### src/rtl/md_mon_pkg.sv
// Shared types for the MD protocol monitor: rule indices, channel FSM
// states and a saturating adder used by the per-channel counters.
package md_mon_pkg;

    typedef enum int unsigned {
        VIOL_VALID_DROP    = 0,
        VIOL_FIELD_CHANGE  = 1,
        VIOL_ERR_NO_XFER   = 2,
        VIOL_ILLEGAL_ALIGN = 3,
        VIOL_STALL_TIMEOUT = 4,
        NUM_VIOL           = 5
    } md_viol_e;

    localparam int NV = int'(NUM_VIOL);

    typedef enum logic {
        MON_IDLE = 1'b0,
        MON_PEND = 1'b1
    } md_mon_state_e;

    // min(cur + inc, max_v) without wrap; counters up to 32 bits wide.
    function automatic logic [31:0] sat_add(input logic [31:0] cur,
                                            input logic [31:0] inc,
                                            input logic [31:0] max_v);
        logic [32:0] s;
        s = {1'b0, cur} + {1'b0, inc};
        return (s > {1'b0, max_v}) ? max_v : s[31:0];
    endfunction

endpackage

### src/rtl/md_mon_channel.sv
// One monitored MD channel: handshake FSM, field capture, stall counter,
// violation pulses/sticky flags, saturating counters and an irq term.
// Optional macro MD_MON_SVA_EN adds concurrent assertions for every rule.
module md_mon_channel
    import md_mon_pkg::*;
#(
    parameter int ALGN_DATA_WIDTH = 32,
    parameter int STALL_TIMEOUT   = 16,
    parameter int CNT_W           = 16,
    localparam int BUS_BYTES      = ALGN_DATA_WIDTH / 8,
    localparam int OFFSET_W       = (BUS_BYTES > 1) ? $clog2(BUS_BYTES) : 1,
    localparam int SIZE_W         = $clog2(BUS_BYTES) + 1
) (
    input  logic                       clk,
    input  logic                       reset_n,
    input  logic                       valid_i,
    input  logic                       ready_i,
    input  logic                       err_i,
    input  logic [ALGN_DATA_WIDTH-1:0] data_i,
    input  logic [OFFSET_W-1:0]        offset_i,
    input  logic [SIZE_W-1:0]          size_i,
    input  logic                       clr_i,
    input  logic [NV-1:0]              viol_mask_i,
    output logic [NV-1:0]              viol_pulse_o,
    output logic [NV-1:0]              viol_sticky_o,
    output logic [CNT_W-1:0]           xfer_cnt_o,
    output logic [CNT_W-1:0]           viol_cnt_o,
    output logic                       stall_active_o,
    output logic                       irq_o
);

    localparam int SUM_W   = SIZE_W + 1;
    localparam int STALL_W = $clog2(STALL_TIMEOUT + 1);
    localparam logic [STALL_W-1:0] ST_MAX = STALL_W'(STALL_TIMEOUT);
    localparam logic [STALL_W-1:0] ST_HIT = STALL_W'(STALL_TIMEOUT - 1);
    localparam logic [CNT_W-1:0]   CNT_MAX = '1;

    md_mon_state_e              state_q, state_d;
    logic [ALGN_DATA_WIDTH-1:0] cap_data_q, cap_data_d;
    logic [OFFSET_W-1:0]        cap_off_q, cap_off_d;
    logic [SIZE_W-1:0]          cap_size_q, cap_size_d;
    logic [STALL_W-1:0]         stall_q, stall_d;
    logic                       fc_done_q, fc_done_d;
    logic [NV-1:0]              pulse_q, sticky_q, sticky_d, viol;
    logic [CNT_W-1:0]           xfer_q, xfer_d, vcnt_q, vcnt_d;
    logic                       irq_q, irq_d;

    logic             hs, fields_diff, bad_align;
    logic [SUM_W-1:0] align_sum;
    logic [2:0]       npop;

    assign hs          = valid_i && ready_i;
    assign align_sum   = SUM_W'(offset_i) + SUM_W'(size_i);
    assign bad_align   = (size_i == '0) || (align_sum > SUM_W'(BUS_BYTES));
    assign fields_diff = (data_i != cap_data_q) || (offset_i != cap_off_q) ||
                         (size_i != cap_size_q);

    // Rule evaluation and FSM next state.
    always_comb begin
        state_d    = state_q;
        cap_data_d = cap_data_q;
        cap_off_d  = cap_off_q;
        cap_size_d = cap_size_q;
        stall_d    = stall_q;
        fc_done_d  = fc_done_q;
        viol       = '0;
        viol[VIOL_ERR_NO_XFER] = err_i && !hs;
        case (state_q)
            MON_IDLE: begin
                if (valid_i) begin
                    viol[VIOL_ILLEGAL_ALIGN] = bad_align;
                    if (!ready_i) begin
                        state_d    = MON_PEND;
                        cap_data_d = data_i;
                        cap_off_d  = offset_i;
                        cap_size_d = size_i;
                        stall_d    = STALL_W'(1);
                        fc_done_d  = 1'b0;
                    end
                end
            end
            default: begin
                if (!valid_i) begin
                    // Dropped valid: fields are not looked at this cycle.
                    viol[VIOL_VALID_DROP] = 1'b1;
                    state_d   = MON_IDLE;
                    stall_d   = '0;
                    fc_done_d = 1'b0;
                end else begin
                    if (fields_diff && !fc_done_q) begin
                        viol[VIOL_FIELD_CHANGE] = 1'b1;
                        fc_done_d = 1'b1;
                    end
                    if (ready_i) begin
                        state_d   = MON_IDLE;
                        stall_d   = '0;
                        fc_done_d = 1'b0;
                    end else begin
                        // Counter saturates, so the hit value is seen only once.
                        viol[VIOL_STALL_TIMEOUT] = (stall_q == ST_HIT);
                        if (stall_q != ST_MAX) stall_d = stall_q + 1'b1;
                    end
                end
            end
        endcase
    end

    // Sticky flags, counters and irq term; clr loses to a same-cycle event.
    always_comb begin
        npop = '0;
        for (int i = 0; i < NV; i++) npop = npop + 3'(viol[i]);
        sticky_d = clr_i ? viol : (sticky_q | viol);
        xfer_d   = CNT_W'(sat_add(clr_i ? 32'd0 : 32'(xfer_q), {31'b0, hs},
                                  32'(CNT_MAX)));
        vcnt_d   = CNT_W'(sat_add(clr_i ? 32'd0 : 32'(vcnt_q), {29'b0, npop},
                                  32'(CNT_MAX)));
        irq_d    = |(sticky_d & viol_mask_i);
    end

    // State and output registers with synchronous reset.
    always_ff @(posedge clk) begin
        if (!reset_n) begin
            state_q    <= MON_IDLE;
            cap_data_q <= '0;
            cap_off_q  <= '0;
            cap_size_q <= '0;
            stall_q    <= '0;
            fc_done_q  <= 1'b0;
            pulse_q    <= '0;
            sticky_q   <= '0;
            xfer_q     <= '0;
            vcnt_q     <= '0;
            irq_q      <= 1'b0;
        end else begin
            state_q    <= state_d;
            cap_data_q <= cap_data_d;
            cap_off_q  <= cap_off_d;
            cap_size_q <= cap_size_d;
            stall_q    <= stall_d;
            fc_done_q  <= fc_done_d;
            pulse_q    <= viol;
            sticky_q   <= sticky_d;
            xfer_q     <= xfer_d;
            vcnt_q     <= vcnt_d;
            irq_q      <= irq_d;
        end
    end

    assign viol_pulse_o   = pulse_q;
    assign viol_sticky_o  = sticky_q;
    assign xfer_cnt_o     = xfer_q;
    assign viol_cnt_o     = vcnt_q;
    assign stall_active_o = (state_q == MON_PEND);
    assign irq_o          = irq_q;

`ifdef MD_MON_SVA_EN
    for (genvar k = 0; k < NV; k++) begin : g_sva
        a_rule: assert property (@(posedge clk) disable iff (!reset_n) !viol[k])
            else $error("%m: MD channel rule %0d violated", k);
    end
`endif

endmodule

### src/rtl/md_protocol_monitor.sv
// MD valid/ready protocol monitor over NUM_CH channels: per-channel
// checkers, output packing, clr fan-out and irq reduction.
// Optional macro MD_MON_SVA_EN enables per-channel assertions.
module md_protocol_monitor
    import md_mon_pkg::*;
#(
    parameter int ALGN_DATA_WIDTH = 32,
    parameter int NUM_CH          = 2,
    parameter int STALL_TIMEOUT   = 16,
    parameter int CNT_W           = 16,
    localparam int BUS_BYTES      = ALGN_DATA_WIDTH / 8,
    localparam int OFFSET_W       = (BUS_BYTES > 1) ? $clog2(BUS_BYTES) : 1,
    localparam int SIZE_W         = $clog2(BUS_BYTES) + 1
) (
    input  logic                              clk,
    input  logic                              reset_n,
    input  logic [NUM_CH-1:0]                 ch_valid,
    input  logic [NUM_CH-1:0]                 ch_ready,
    input  logic [NUM_CH-1:0]                 ch_err,
    input  logic [NUM_CH*ALGN_DATA_WIDTH-1:0] ch_data,
    input  logic [NUM_CH*OFFSET_W-1:0]        ch_offset,
    input  logic [NUM_CH*SIZE_W-1:0]          ch_size,
    input  logic                              clr,
    input  logic [NV-1:0]                     viol_mask,
    output logic [NUM_CH*NV-1:0]              viol_pulse,
    output logic [NUM_CH*NV-1:0]              viol_sticky,
    output logic [NUM_CH*CNT_W-1:0]           xfer_cnt,
    output logic [NUM_CH*CNT_W-1:0]           viol_cnt,
    output logic [NUM_CH-1:0]                 stall_active,
    output logic                              irq
);

    logic [NUM_CH-1:0] ch_irq;

    for (genvar c = 0; c < NUM_CH; c++) begin : g_ch
        md_mon_channel #(
            .ALGN_DATA_WIDTH(ALGN_DATA_WIDTH),
            .STALL_TIMEOUT  (STALL_TIMEOUT),
            .CNT_W          (CNT_W)
        ) u_ch (
            .clk           (clk),
            .reset_n       (reset_n),
            .valid_i       (ch_valid[c]),
            .ready_i       (ch_ready[c]),
            .err_i         (ch_err[c]),
            .data_i        (ch_data[c*ALGN_DATA_WIDTH +: ALGN_DATA_WIDTH]),
            .offset_i      (ch_offset[c*OFFSET_W +: OFFSET_W]),
            .size_i        (ch_size[c*SIZE_W +: SIZE_W]),
            .clr_i         (clr),
            .viol_mask_i   (viol_mask),
            .viol_pulse_o  (viol_pulse[c*NV +: NV]),
            .viol_sticky_o (viol_sticky[c*NV +: NV]),
            .xfer_cnt_o    (xfer_cnt[c*CNT_W +: CNT_W]),
            .viol_cnt_o    (viol_cnt[c*CNT_W +: CNT_W]),
            .stall_active_o(stall_active[c]),
            .irq_o         (ch_irq[c])
        );
    end

    // Per-channel irq terms are already registered; just OR them.
    assign irq = |ch_irq;

endmodule

### config.mk
export PLATFORM = sky130hd
export DESIGN_NAME = md_protocol_monitor
export DESIGN_NICKNAME = d
export VERILOG_FILES = /design/src/rtl/md_mon_pkg.sv /design/src/rtl/md_mon_channel.sv /design/src/rtl/md_protocol_monitor.sv
export SDC_FILE = /design/constraint.sdc
export NUM_CORES = 1
export LEC_CHECK = 0
export CELL_PAD_IN_SITES_DETAIL_PLACEMENT = 1
export CELL_PAD_IN_SITES_GLOBAL_PLACEMENT = 1
export CORE_MARGIN = 2
export CORE_UTILIZATION = 40
export CTS_CLUSTER_DIAMETER = 100
export DETAILED_ROUTE_END_ITERATION = 16
export HOLD_SLACK_MARGIN = 0.12
export PLACE_DENSITY_LB_ADDON = 0.08
export SYNTH_ARGS = -nofsm -noshare
export SYNTH_HDL_FRONTEND = slang
export SYNTH_SLANG_ARGS = --single-unit
### constraint.sdc
create_clock -name clk -period 13 [get_ports clk]
set_input_delay 1.3 -clock clk [delete_from_list [all_inputs] [get_ports clk]]
set_output_delay 1.3 -clock clk [all_outputs]
set_load 0.02 [all_outputs]
# == Word level (Yosys, flattened, before mapping) ==
# Index checks and enable logic that the tools add are counted.
# W data, S select, Z words.
# word_totals
input_bits,88
elab_cells,153
regBits,174
# classes
n_reduce_logical,31
bitwise_logic,8
n_lt_le_gt_ge,6
eq_ne,16
n_addsub,16
mux,54
# ops
cell,count
$gt A33 B16 Y1 const B,4
$mux W16,8
$mux W5,14
$ne A32 B32 Y1,2
$add A16 B1 Y17,2
$add A16 B3 Y17,2
$mux W1,30
$add A3 B1 Y3,6
$reduce_and A3 Y1,6
$ne A4 B4 Y1 const B,4
$add A5 B1 Y5 const B,2
$and A5 B5 Y5,2
$eq A5 B4 Y1 const B,2
$ne A5 B5 Y1 const B,2
$or A5 B5 Y5,2
$reduce_or A5 Y1,2
$add A2 B3 Y4,2
$gt A4 B3 Y1 const B,2
$logic_and A1 B1 Y1,6
$logic_not A3 Y1,2
$logic_or A1 B1 Y1,6
$ne A3 B3 Y1,2
$add A1 B1 Y2,2
$logic_not A1 Y1,4
other kinds (7),15

# == Logic depth before layout (Yosys ltp) ==
# Gate-level depths: netlist of the first run.
# depth
ltp_word,14
depth_mapped,19
ltp_nobuf,19

# == By module ==
# A second synthesis of the first run with hierarchy kept.
# hier_totals
cells_unflattened,1022
area_unflattened_um2,8740.9
# by_module_without_submodules
module,n_inst,cells_each,area_per_inst_um2,seq_area_each_um2
md_mon_channel (g_ch[1].u_ch),1,505,4425.5,1741.7
md_mon_channel (g_ch[0].u_ch),1,516,4309.1,1741.7
md_protocol_monitor,1,1,6.3,0.0

# == Worst setup path after synthesis of the first run ==
# No wires, ideal clock.
# synth_path
kind,input to register
start,input ch_offset[3]
end,register g_ch[1].u_ch.vcnt_q[13]
n_path_buf,0
t_arrival_ns,5.260
path_slack_ns,7.681
path_stages,18
cell_sequence,xor2_1 -> nor4_1 -> nand4_1 -> nor3_1 -> nor2_1 -> ha_1 -> inv_1 -> fa_1 -> inv_1 -> ha_1 -> inv_1 -> fa_1 -> fa_1 -> nor2b_1 -> nor2_1 -> or3_2 -> nor3_4 -> o31a_1
# synth_between
elab_chain_len,14
# synth_rtl
item,line_no,source
start: declaration,md_protocol_monitor.sv:21,"input logic [NUM_CH*OFFSET_W-1:0] ch_offset,"
$ne A2 B2 Y1 *,md_mon_channel.sv:55,assign fields_diff = (data_i != cap_data_q) || (offset_i != cap_off_q) ||
$logic_or A1 B1 Y1 * (2 in a row),md_mon_channel.sv:55,
$logic_and A1 B1 Y1 *,md_mon_channel.sv:90,if (fields_diff && !fc_done_q) begin
$mux W1 *,md_mon_channel.sv:90,
$mux W1 *,md_mon_channel.sv:83,if (!valid_i) begin
$mux W2 *,md_mon_channel.sv:68,case (state_q)
net g_ch[1].u_ch.viol[1],md_mon_channel.sv:44,"logic [NV-1:0] pulse_q, sticky_q, sticky_d, viol;"
$add A1 B1 Y2 *,md_mon_channel.sv:111,for (int i = 0; i < NV; i++) npop = npop + 3'(viol[i]);
$add A3 B1 Y3 * (3 in a row),md_mon_channel.sv:111,
$add A16 B3 Y17 *,md_mon_pkg.sv:26,"s = {1'b0, cur} + {1'b0, inc};"
$gt A33 B16 Y1,md_mon_pkg.sv:27,"return (s > {1'b0, max_v}) ? max_v : s[31:0];"
$mux W16 *,md_mon_pkg.sv:27,
end signal: assignment,md_mon_channel.sv:144,vcnt_q <= vcnt_d;
end: declaration,md_mon_channel.sv:45,"logic [CNT_W-1:0] xfer_q, xfer_d, vcnt_q, vcnt_d;"
# The timed path passes the listed nets; every way through them passes the cells marked *.
# A chain may end at the register's enable or synchronous reset.

# == Worst setup path after layout of the first run ==
# layout_path
start,input ch_size[2]
end,register g_ch[0].u_ch.vcnt_q[12]
# layout_between
elab_chain_len,13
# layout_rtl
item,line_no,source
start: declaration,md_protocol_monitor.sv:22,"input logic [NUM_CH*SIZE_W-1:0] ch_size,"
$ne A3 B3 Y1 *,md_mon_channel.sv:56,(size_i != cap_size_q);
$logic_or A1 B1 Y1 *,md_mon_channel.sv:55,
$logic_and A1 B1 Y1 *,md_mon_channel.sv:90,
$mux W1 *,md_mon_channel.sv:90,
$mux W1 *,md_mon_channel.sv:83,
$mux W2 *,md_mon_channel.sv:68,
net g_ch[0].u_ch.viol[1],md_mon_channel.sv:44,
$add A1 B1 Y2 *,md_mon_channel.sv:111,
$add A3 B1 Y3 * (3 in a row),md_mon_channel.sv:111,
$add A16 B3 Y17 *,md_mon_pkg.sv:26,
$gt A33 B16 Y1,md_mon_pkg.sv:27,
$mux W16 *,md_mon_pkg.sv:27,
end signal: assignment,md_mon_channel.sv:144,
end: declaration,md_mon_channel.sv:45,
# Marked as above.

==> results.py, run 1 <==
metrics = {
    "synth": {
        "syn_area_um2": 8900,
        "synth_seq_cells": 174,
        "synth_compound_area_frac": 0.144,
        "synthAdderAreaFrac": 0.0518,
        "synthFlopType": "dfxtp_1",
        "ys_warn_count": 0,
        "synth_top_family_by_area": "simple AND/OR/NAND/NOR gates",
        "yosys.area.top_type_share": 0.392,
        "yosysUniqueCellTypes": 71,
        "post-synth-top-count-cell": "nand2_1",
        "synthTopCellsByCount": "nand2_1 (203), dfxtp_1 (174), a21oi_1 (114), nor2_1 (71), xnor2_1 (61)",
        "synth_edf_count": 0,
        "yosys.area_share.simple": 0.252,
        "synth_area_leaders": "dfxtp_1 (39%), nand2_1 (8.6%), a21oi_1 (6.4%), xnor2_1 (6.0%), xor2_1 (5.5%)",
        "synth_cells": 1082,
        "synth_nets": 1202,
        "synth_xor_area_frac": 0.115,
        "synth-seq-area-share": 0.392,
        "synthArstFlopShare": 0,
        "synth_largest_area_cell": "dfxtp_1",
        "syn-mean-instance-area_um2": 8.22,
        "synthMuxAreaShare": 0.00113,
    },
    "grt": {
        "grt_usage": 0.214,
        "grt_pass1_wl_mm": 41.0,
        "grt_pass1_vias": 8098,
        "antenna_found_initial": 0,
        "overflow": 0,
        "grt_max_degree": 72,
    },
    "cells_and_area": {
        "drive_gt1_frac": 0.0538,
        "num-nets-final": 1352,
        "synthToLayoutAreaGrowth_pct": 29.0,
        "antenna_cells": 0,
        "num-fill-cells": 2600,
        "seq_area_um2": 3480,
        "multi_input_area_um2": 5030,
    },
    "detailed_routing": {
        "via_per_inst": 5.22,
        "drtIter0Drc": 329,
        "vias": 7959,
        "drt_pass1_iterations": 4,
        "route.detailed.drc": 0,
        "wl_per_cell_um": 16.5,
        "dr_wl_met3_um": 818,
        "routedLengthMet1_mm": 11.2,
        "top_layer": "met4",
        "postRouteAntennaNets": 0,
        "wl_met2_mm": 12.7,
        "drt-total-wl_mm": 25.1,
    },
    "placed_design": {
        "io_buffers": 174,
        "gp_congestion": 0.816,
        "place_ws_ns": 6.44,
        "hpwl_mm": 18.3,
    },
    "floorplanning": {
        "coreArea_um2": 21800,
        "fp.dieArea_um2": 23400,
        "rows": 54,
        "initial_utilization": 0.408,
        "ios": 175,
        "dieWidth_um": 153,
        "die_y_um": 153,
    },
    "timing": {
        "skew_ns": 0.0188,
        "fin_crit_sh": 0.467,
        "layout_min_cycle_time_ns": 6.07,
        "hold_viol_final": 0,
        "finalSetupViolCount": 0,
        "rsz0062_at_grt": "no",
        "fmax_mhz": 165,
        "holdWs_ns": 0.469,
        "setup_tns_ns": 0,
        "report.final.slew_viol_count": 0,
        "fin_ws_ns": 6.93,
        "slew_headroom": 0.231,
        "tightest_slew_ns": 1.14,
    },
    "clock_network": {
        "cts_resized": 0,
        "hold_buffers": 0,
        "clk_latency_ns": 0.44,
        "cts.path.max_buffers": 2,
        "clock_sinks": 174,
        "clockRootBuffer": "clkbuf_16",
        "h-tree-depth": 4,
        "cts_made_buffers": 17,
        "cts.reportedPaths.clkPinSlew_ns": 0.07,
        "cts_setup_buffers": 0,
        "cts_tree": "yes",
    },
    "setup_path": {
        "criticalPathCategory": "in -> reg",
        "cp_max_fo": 11,
        "start_kind": "primary input",
        "crit_required_ns": 13.35,
        "endpoint_kind": "flop",
        "critPathArrivalTime_ns": 6.42,
    },
    "pwr": {
        "p_total_mw": 1.27,
        "leakage_nw": 4.30,
        "pwr_density_cell_nw_per_um2": 111,
        "ir_worst_vdd_mv": 0.0731,
    },
    "run": {
        "cap_viol_max_count": 0,
    },
    "status": {
        "status": "finished, final reports clean",
    },
    "min_path": {
        "hp-class": "reg -> reg",
    },
}
-- flip-flops by register name, indices dropped and copies added, names as in the netlist --
name and count:
g_ch.u_ch.xfer_cnt_o 32, g_ch.u_ch.viol_pulse_o 10, g_ch.u_ch.viol_sticky_o 10, g_ch.u_ch.cap_data_q 64, g_ch.u_ch.irq_o 2, g_ch.u_ch.fc_done_q 2
g_ch.u_ch.stall_q 10, g_ch.u_ch.cap_off_q 4, g_ch.u_ch.stall_active_o 2, g_ch.u_ch.viol_cnt_o 32, g_ch.u_ch.cap_size_q 6
-- worst max-delay path: stages --
cell             delay (ns)
clkdlybuf4s50_1        0.57
xnor2_1                0.16
nand4_1                0.11
nor4_1                 0.34
nand4_1                0.30
and2_1                 0.26
ha_1                   0.26
inv_1                  0.04
fa_1                   0.47
inv_1                  0.04
ha_1                   0.17
inv_1                  0.06
fa_1                   0.47
fa_1                   0.48
nand2b_1               0.28
a21oi_2                0.29
nand4_1                0.48
o22ai_1                0.32
-- per-layer routing --
| layer | vias up | global-route usage |
|---|---|---|
| met4 | 0 | 0.0542 |
| met3 | 26 | 0.0388 |
| met5 | - | 0 |
| met2 | 139 | 0.387 |
| li1 | 3957 | - |
| met1 | 3837 | 0.261 |
-- cell usage in the layout (no fill, tap or decap), types with 20 or more instances in the layout --
master | netlist | layout
nand2_1 | 203 | 203
xnor2_1 | 61 | 61
a21oi_1 | 114 | 114
ha_1 | 24 | 24
nor3_1 | 20 | 20
nor4_1 | 22 | 22
dfxtp_1 | 174 | 174
o21ai_0 | 24 | 24
xor2_1 | 56 | 56
inv_1 | 49 | 49
nor2_1 | 71 | 69
nor2b_1 | 24 | 24
clkdlybuf4s50_1 | 0 | 173
-- stage by stage --
step,area (um2),utilization,instances
after CTS,11500,0.526,1525
after floorplan,8900,-,1082
after detailed placement,10800,0.497,1493
final,11500,0.526,1525
after global placement,10800,0.497,1493
after global routing,11500,0.526,1525
-- path summary, 6_finish.rpt --
kind	slack, ns	startpoint	depth (start not counted)	to
setup reg to reg	7.95	g_ch[0].u_ch.cap_data_q[30]$_SDFFE_PN0P_	17	g_ch[0].u_ch.viol_cnt_o[12]$_SDFF_PN0_
hold / removal	0.47	g_ch[1].u_ch.cap_off_q[0]$_SDFFE_PN0P_	2	g_ch[1].u_ch.cap_off_q[0]$_SDFFE_PN0P_
hold reg to reg	0.47	g_ch[1].u_ch.cap_off_q[0]$_SDFFE_PN0P_	2	g_ch[1].u_ch.cap_off_q[0]$_SDFFE_PN0P_
setup / recovery	6.93	ch_size[2]	18	g_ch[0].u_ch.viol_cnt_o[12]$_SDFF_PN0_
-- power breakdown --
group | total [mW] | internal [mW] | switching [mW]
clock network | 0.561 | 0.327 | 0.234
logic | 0.151 | 0.0691 | 0.0821
registers | 0.562 | 0.550 | 0.0120
total | 1.27 | 0.946 | 0.329
-- area by class of cell --
cell class	instances	area share
multi-input cells	808	0.438
flip-flops and latches	174	0.304
repair buffers	180	0.155
clock buffers	18	0.0374
well taps	280	0.0305
clock inverters	14	0.0178
inverters	51	0.0169
-- kinds of logic (layout without fill, tap and decap cells) --
family,count (synthesis),count (layout)
xor gates and xnor gates,117,117
and+or+nand+nor,450,450
DFF,174,174
AOI/OAI and AO/OA,208,208
adders and majority gates,32,32
buffers and inverters,100,263
muxes,1,1
Note: power is estimated with default switching activity, not from simulation.
==> run 2, diff against run 1 <==
Settings changed: CORE_UTILIZATION 40 to 39.
Clock period 13 ns to 5.6 ns, I/O delays scaled along.
==> results.py, run 2 (same netlist as run 1, synthesis figures left out) <==
metrics = {
    "floorplanning": {
        "dieWidth_um": 155,
        "fp.dieArea_um2": 24000,
        "coreArea_um2": 22500,
        "initial_utilization": 0.395,
        "rows": 55,
        "die_y_um": 155,
        "ios": 175,
    },
    "clock_network": {
        "clk_latency_ns": 0.43,
        "cts_resized": 0,
        "hold_buffers": 0,
        "cts_tree": "yes",
        "clockRootBuffer": "clkbuf_16",
        "cts.reportedPaths.clkPinSlew_ns": 0.07,
        "clock_sinks": 174,
        "h-tree-depth": 4,
        "cts_made_buffers": 17,
        "cts_setup_buffers": 0,
        "cts.path.max_buffers": 2,
    },
    "cells_and_area": {
        "most-common-layout-cells": "nand2_1 (203), dfxtp_1 (174), clkdlybuf4s50_1 (173)",
        "final_common_cell": "nand2_1",
        "regMostFlops": "g_ch.u_ch.cap_data_q",
        "drive_gt1_frac": 0.0613,
        "num-nets-final": 1363,
        "largest_register_ff_count": 64,
        "synthToLayoutAreaGrowth_pct": 29.0,
        "final_cell_area_um2": 11500,
        "antenna_cells": 0,
    },
    "setup_path": {
        "crit_required_ns": 5.96,
        "rr_endpoint": "g_ch[1].u_ch.viol_cnt_o[6]$_SDFF_PN0_",
        "r2r_start": "g_ch[1].u_ch.cap_data_q[6]$_SDFFE_PN0P_",
        "rr_worst_depth": 18,
        "endpoint_kind": "flop",
        "regToRegSetupSlack_ns": 0.70,
        "criticalPathCategory": "in -> reg",
        "start_kind": "primary input",
        "critPathArrivalTime_ns": 5.51,
        "cp_max_fo": 7,
    },
    "detailed_routing": {
        "wl_per_cell_um": 16.5,
        "drt-total-wl_mm": 25.4,
        "postRouteAntennaNets": 0,
        "drtIter0Drc": 316,
        "via_per_inst": 5.15,
        "route.detailed.drc": 0,
        "drt_pass1_iterations": 7,
        "vias": 7934,
    },
    "grt": {
        "grt_max_degree": 73,
        "grt_pass1_wl_mm": 41.7,
        "grt_usage": 0.215,
        "grt_pass1_vias": 7997,
        "overflow": 0,
        "antenna_found_initial": 0,
    },
    "pwr": {
        "leakage_nw": 4.31,
        "pwr_density_cell_nw_per_um2": 244,
        "ir_worst_vdd_mv": 0.152,
    },
    "timing": {
        "tightest_slew_ns": 1.19,
        "finalSetupViolCount": 0,
        "fmax_mhz": 194,
        "rsz0062_at_grt": "no",
        "holdWs_ns": 0.468,
        "report.final.slew_viol_count": 0,
        "layout_min_cycle_time_ns": 5.14,
        "fin_crit_sh": 0.919,
        "skew_ns": 0.0143,
        "hold_viol_final": 0,
        "slew_headroom": 0.199,
        "setup_tns_ns": 0,
    },
    "min_path": {
        "hp-class": "reg -> reg",
        "hold_depth": 2,
        "holdPathEnd": "g_ch[1].u_ch.cap_data_q[22]$_SDFFE_PN0P_",
        "hp-start": "g_ch[1].u_ch.cap_data_q[22]$_SDFFE_PN0P_",
    },
    "placed_design": {
        "io_buffers": 174,
        "placed_cell_area_um2": 10900,
        "gp_congestion": 0.820,
        "hpwl_mm": 18.4,
    },
    "status": {
        "status": "finished, final reports clean",
    },
    "run": {
        "cap_viol_max_count": 0,
    },
}
==> run 2: cell count changes in the layout (fill, tap and decap cells not counted), sizes merged <==
cell      previous run  this run
buf                  7        18
bufinv               4         1
clkbuf              18        20
clkinv               2         4
inv                 57        55
clkinvlp             2         3
==> run 2: how the worst max path moves through the flow <==
stage,end,slack [ns],from
2_1_floorplan,g_ch[1].u_ch.viol_cnt_o[13]$_SDFF_PN0_,1.02,ch_offset[3]
3_3_place_gp,g_ch[1].u_ch.viol_cnt_o[13]$_SDFF_PN0_,0.15,ch_offset[3]
3_5_place_dp,g_ch[1].u_ch.viol_cnt_o[13]$_SDFF_PN0_,0.04,ch_offset[3]
4_1_cts,g_ch[1].u_ch.viol_cnt_o[6]$_SDFF_PN0_,0.46,ch_offset[3]
5_1_grt,g_ch[1].u_ch.viol_cnt_o[6]$_SDFF_PN0_,0.12,ch_offset[3]
6_report,g_ch[1].u_ch.viol_cnt_o[6]$_SDFF_PN0_,0.46,ch_data[38]
==> run 2: power breakdown <==
part           internal, mW  switching (mW)  leakage [nW]  total, mW
clock                 0.617           0.522         0.262       1.14
combinational         0.162           0.192          2.63      0.354
sequential             1.28          0.0274          1.41       1.30
==> run 2: area by class of cell <==
class	count	area, um2
Fill cell	2702	11000
Multi-Input combinational cell	808	5030
Sequential cell	174	3480
Timing Repair Buffer	191	1860
Clock buffer	20	437
Tap cell	285	357
Inverter	51	194
Clock inverter	12	111
==> run 2: metrics by stage <==
step	instances	total power [mW]	util	worst slack [ns]
3_5_place_dp	1509	1.69	0.486	0.0434
4_1_cts	1541	2.83	0.510	0.462
2_1_floorplan	1082	1.52	-	1.02
3_3_place_gp	1509	1.68	0.486	0.150
5_1_grt	1541	2.94	0.510	0.121
6_report	1541	2.80	0.510	0.456
==> run 2: per-layer routing <==
metal	vias to the layer above	share of wire	global-route usage	routed length, um
met4	0	0.017	0.0582	421
li1	3973	-	-	-
met3	27	0.028	0.0365	721
met2	123	0.50	0.377	12600
met5	-	0	0	0
met1	3811	0.46	0.274	11600
==> run 2: critical path: stages <==
cell	delay [ns]
clkdlybuf4s50_1	0.43
xor2_1	0.17
nor4_1	0.37
nand4_1	0.21
nor3_1	0.40
nor2_1	0.10
ha_1	0.28
inv_1	0.05
fa_1	0.47
inv_1	0.04
ha_1	0.16
inv_1	0.06
fa_1	0.45
fa_1	0.49
nor2b_1	0.18
nor2_1	0.09
or3_2	0.47
nor3_4	0.34
o21a_1	0.18
==> run 3, diff against run 2 <==
Settings changed: CTS_CLUSTER_SIZE set to 20.
==> results of run 3 <==
The final DEF is identical to that of run 2; final timing and power are the same.
